<file path="config.mk">
export PLATFORM = sky130hd
export DESIGN_NAME = alu
export DESIGN_NICKNAME = d
export VERILOG_FILES = /design/src/rtl/alu.sv
export SDC_FILE = /design/constraint.sdc
export NUM_CORES = 1
export LEC_CHECK = 0
export CELL_PAD_IN_SITES_DETAIL_PLACEMENT = 1
export CELL_PAD_IN_SITES_GLOBAL_PLACEMENT = 2
export CORE_MARGIN = 3
export CORE_UTILIZATION = 35
export CTS_CLUSTER_DIAMETER = 150
export DETAILED_ROUTE_END_ITERATION = 10
export GPL_ROUTABILITY_DRIVEN = 0
export GPL_TIMING_DRIVEN = 0
export PLACE_DENSITY = 0.95
export SLEW_MARGIN = 40
export SYNTH_ARGS = -nofsm -noshare
export SYNTH_HDL_FRONTEND = slang
export SYNTH_SLANG_ARGS = --single-unit
</file>
<file path="constraint.sdc">
create_clock -name CLK -period 6.9 [get_ports CLK]
set_clock_uncertainty 0.2 [all_clocks]
set_input_delay 1.38 -clock CLK [delete_from_list [all_inputs] [get_ports CLK]]
set_output_delay 1.38 -clock CLK [all_outputs]
set_load 0.02 [all_outputs]
</file>
<file path="src/rtl/alu.sv">
// rtl/alu.sv - registered integer ALU with zero flag; optional BGEU code under ALU_BGEU_EN
module alu #(
    parameter int size = 32
) (
    input  logic            CLK,
    input  logic            RESET,
    input  logic [size-1:0] X,
    input  logic [size-1:0] Y,
    input  logic [3:0]      CONTROL,
    output logic [size-1:0] RESULTADO,
    output logic            ZERO
);

    localparam logic [3:0] OP_ADD  = 4'b0000;
    localparam logic [3:0] OP_SUB  = 4'b0111;
    localparam logic [3:0] OP_SLT  = 4'b0100;
    localparam logic [3:0] OP_SLTU = 4'b1100;
    localparam logic [3:0] OP_AND  = 4'b0010;
    localparam logic [3:0] OP_OR   = 4'b0001;
    localparam logic [3:0] OP_XOR  = 4'b1001;
    localparam logic [3:0] OP_SLL  = 4'b1000;
    localparam logic [3:0] OP_SRL  = 4'b1010;
    localparam logic [3:0] OP_SRA  = 4'b1110;
    localparam logic [3:0] OP_BGE  = 4'b1011;
    localparam logic [3:0] OP_EQ   = 4'b1111;
`ifdef ALU_BGEU_EN
    localparam logic [3:0] OP_BGEU = 4'b1101;
`endif

    logic [size-1:0] resultado_d, resultado_q;
    logic            zero_d, zero_q;
    logic [4:0]      shamt;

    assign shamt = Y[4:0];

    // Compare ops only ever set bit 0; the '0 default supplies the zero extension.
    always_comb begin
        resultado_d = '0;
        case (CONTROL)
            OP_ADD:  resultado_d = X + Y;
            OP_SUB:  resultado_d = X - Y;
            OP_SLT:  resultado_d[0] = ($signed(X) < $signed(Y));
            OP_SLTU: resultado_d[0] = (X < Y);
            OP_AND:  resultado_d = X & Y;
            OP_OR:   resultado_d = X | Y;
            OP_XOR:  resultado_d = X ^ Y;
            OP_SLL:  resultado_d = X << shamt;
            OP_SRL:  resultado_d = X >> shamt;
            OP_SRA:  resultado_d = $signed(X) >>> shamt;
            OP_BGE:  resultado_d[0] = ($signed(X) >= $signed(Y));
            OP_EQ:   resultado_d[0] = (X == Y);
`ifdef ALU_BGEU_EN
            OP_BGEU: resultado_d[0] = (X >= Y);
`endif
            default: resultado_d = '0;
        endcase
        zero_d = (resultado_d == '0);
    end

    always_ff @(posedge CLK) begin
        if (RESET) begin
            resultado_q <= '0;
            zero_q      <= 1'b1;
        end else begin
            resultado_q <= resultado_d;
            zero_q      <= zero_d;
        end
    end

    assign RESULTADO = resultado_q;
    assign ZERO      = zero_q;

endmodule

</file>
==> results.toml <==
[floorplan]
fp.dieArea_um2 = 33020
core_um2 = 30030
io_pins = 103
die_width_um = 181.7
starting_utilization_of_the_core_area = 0.3598
floorplan.rows = 63
dieHeight_um = 181.7

[sta]
totalNegativeSetupSlack_ns = 0
tightestPinTransition_ns = 0.9358
final_hold_vio_count = 0
time_the_worst_path_needs_with_i_o_delays_and_setup_ns = 6.671
timing_max_transition_violations_final = 0
timing.fmax_mhz = 149.9
finalSetupViolCount = 0
setup_repair_after_global_routing_missed_its_margin = "false"
max-slew-margin-rel = 0.3748
period_share = 0.9669

[synthesis]
yosysTopAreaCellShare = 0.1158
seq_area_frac_synth = 0.06114
synth_seq_cells = 33
post_synth_instance_area_um2 = 10810
postSynthCellCount = 1468
synthDistinctLibCells = 94
synth.top_cells.by_area = "sky130_fd_sc_hd__ha_1, sky130_fd_sc_hd__mux4_2, sky130_fd_sc_hd__dfxtp_1"
synth_async_sr_flop_share = 0
postSynthAreaPerCell_um2 = 7.361
synthesis.nets = 1640
ys.warnings.count = 0
post_synth_most_frequent_cells = "sky130_fd_sc_hd__nor2_1, sky130_fd_sc_hd__nand2_1, sky130_fd_sc_hd__ha_1, sky130_fd_sc_hd__inv_1, sky130_fd_sc_hd__a21oi_1"
postSynth.topFlopCell = "sky130_fd_sc_hd__dfxtp_1"
synthMostInstantiatedCell = "sky130_fd_sc_hd__nor2_1"
synth-edff-count = 0
synth.largest_area_cell = "sky130_fd_sc_hd__ha_1"

[cells_and_area]
n_fill_cell = 3773
final_layout_size_suffix_gt1_frac = 0.1054
multiInputGateArea_um2 = 9258
postLayoutCellArea_um2 = 12510
area_delta_synth_final_pct = 15.82
sequential_cell_area_um2 = 660.6
num-nets-final = 1746

[setup_path]
worst-setup-path-type = "input port to flip-flop"
timing.critical_path.to_type = "flip-flop"
worst-endpoint-required_ns = 6.87
worst-endpoint-arrival_ns = 6.64
start_kind = "input port"
timing.critical_path.fanout_max = 12

[worst_hold_path]
holdPathStages = 2
holdCritStartpoint = "RESET"
timing.hold.worst_endpoint = "RESULTADO[26]$_SDFF_PP0_"
min_delay_path_class = "input port to flip-flop"

[routing]
drtPass1Iterations = 6
drt-vias-per-instance = 7.178
remaining_drc_errors = 0
count_of_antenna_violating_nets_left_after_detailed_routing = 0
detail_route.iter0.violations = 2269
wl_per_cell_um = 30.60
routed-via-count = 14112
route.final.wire_length_mm = 60.15

[pwr]
seqPwrFrac = 0.147
max-vdd-ir-drop_v = 0.00008021
power.density_nw_per_um2 = 115.8
switching_power_uw = 748.3
clock_power_share = 0.147
power_report.internal_total_uw = 701.4
comb_power_share = 0.705
netSwitchingFraction = 0.5162
total_leakage_power_nw = 5.032

[outcome]
result_of_the_run = "finished clean"

[clocking]
ctsRootBufferMaster = "sky130_fd_sc_hd__clkbuf_16"
cts.reportedPaths.clkPinSlew_ns = 0.05
cts.sink_count = 33
clock_tree_from_tritoncts = "yes"
cts_buffers = 5
cts-root-to-sink-buffers = 2
ctsHoldBuffers = 0
htreeDepth = 2

[place]
placement.io_buffers = 102
postPlaceCellArea_um2 = 12370
dp_hpwl_mm = 48.29

[grt]
antenna_found_initial = 3
globalRouteOverflowTotal = 0
pin_count_of_the_biggest_net_entering_global_routing = 20
overall_global_routing_usage = 0.3512
first_global_vias = 14153
grt_pass1_wl_mm = 89.70

[run]
cap_viol_max_count = 0
==> worst max-delay path: stages <==
cell and delay [ns]:
sky130_fd_sc_hd__clkdlybuf4s50_1 0.52, sky130_fd_sc_hd__buf_2 0.26, sky130_fd_sc_hd__inv_2 0.28, sky130_fd_sc_hd__buf_4 0.27, sky130_fd_sc_hd__buf_2 0.38, sky130_fd_sc_hd__ha_1 0.35, sky130_fd_sc_hd__or2_2 0.35, sky130_fd_sc_hd__a221oi_4 0.38
sky130_fd_sc_hd__o221a_2 0.31, sky130_fd_sc_hd__o211ai_1 0.20, sky130_fd_sc_hd__a32oi_1 0.57, sky130_fd_sc_hd__nand4_1 0.23, sky130_fd_sc_hd__mux2i_1 0.16, sky130_fd_sc_hd__o2111ai_1 0.37, sky130_fd_sc_hd__a21oi_1 0.16, sky130_fd_sc_hd__and4_1 0.23
sky130_fd_sc_hd__a41o_1 0.22
==> state kept, by name (all words and copies together) (netlist names) <==
signal     flops
RESULTADO     32
ZERO           1
==> layout by cell type (no fill, tap or decap), drive strengths merged, types with 8 or more instances in the layout <==
cell / netlist / routed
xnor2: 12 / 12
nand3: 51 / 51
nor2: 146 / 146
nand2: 124 / 124
nor4: 16 / 16
nor3b: 8 / 8
o311ai: 8 / 8
or2: 18 / 18
nand4: 18 / 18
a22oi: 14 / 14
a21oi: 91 / 91
a221oi: 25 / 25
dfxtp: 33 / 33
buf: 55 / 54
o221ai: 18 / 18
clkbuf: 61 / 65
mux4: 46 / 46
o21bai: 13 / 13
a221o: 10 / 10
a32oi: 9 / 9
mux2: 22 / 22
clkdlybuf4s50: 0 / 102
a21o: 15 / 15
o21ai: 69 / 69
o211ai: 40 / 40
o31ai: 17 / 17
nor2b: 25 / 25
and3: 11 / 11
a211oi: 22 / 22
o22ai: 18 / 18
a31oi: 17 / 17
inv: 100 / 100
mux2i: 54 / 54
nor3: 34 / 34
nand2b: 14 / 14
or3: 9 / 9
ha: 100 / 100
and2: 15 / 15
==> how the worst max path moves through the flow <==
stage | startpoint | endpoint | slack [ns]
finish | Y[1] | ZERO$_SDFF_PP1_ | 0.23
global route | Y[3] | ZERO$_SDFF_PP1_ | 0.09
CTS | Y[3] | ZERO$_SDFF_PP1_ | 0.0007
detailed placement | Y[3] | ZERO$_SDFF_PP1_ | -0.72
global placement | Y[3] | ZERO$_SDFF_PP1_ | -0.57
floorplan | Y[3] | ZERO$_SDFF_PP1_ | 1.45
==> cell families (layout without fill, tap and decap cells) <==
group,Yosys count,in the layout,share of synthesized area
mux,122,122,0.1713
fa+ha+maj,102,102,0.1195
other cells,0,1,0
simple gates,519,519,0.2385
xor+xnor,14,14,0.01135
buf+inv,217,324,0.08835
compound gates,461,461,0.3099
flops,33,33,0.06114
==> power groups by stage <==
stage	Combinational [mW]	Clock, mW	Sequential, mW
2_1_floorplan	0.569	0	0.241
3_3_place_gp	0.945	0	0.217
3_5_place_dp	0.970	0	0.218
4_1_cts	0.975	0.217	0.214
5_1_grt	1.07	0.226	0.216
6_report	1.02	0.213	0.214
==> per-layer routing <==
metal	GRT usage	routed length, um
met5	0	27
met4	0.2075	4867
met3	0.1094	7851
met2	0.5281	25110
met1	0.4407	22290
==> through the flow <==
step	hold WS, ns	utilization	total power [mW]	cells	setup WS (ns)
CTS	1.587	0.4164	1.406	1968	0.0006581
global placement	1.865	0.4100	1.162	1960	-0.5680
detailed placement	1.874	0.4119	1.188	1961	-0.7181
global route	1.627	0.4167	1.510	1966	0.08840
floorplan	1.252	-	0.8100	1468	1.453
finish	1.582	0.4167	1.450	1966	0.2286
==> final cells by class <==
type,instances,share of cell area
flip-flops and latches,33,0.05279
plain buffers,112,0.04489
inverters,101,0.03029
clock inverters,2,0.0007998
well taps,390,0.03899
diodes,1,0.0002000
clock buffers,6,0.01030
multi-input cells,1218,0.7398
repair buffers,103,0.08198
==> timing repair <==
| action | in CTS | in global routing |
|---|---|---|
| endpoints found under the hold margin | 0 | 0 |
| resized for setup | 1 | 1 |
| pin swaps | 0 | 0 |
| buffers inserted | 0 | 0 |
| setup endpoints to repair | 3 | 2 |
No activity file was read; power rests on OpenSTA's default activity.
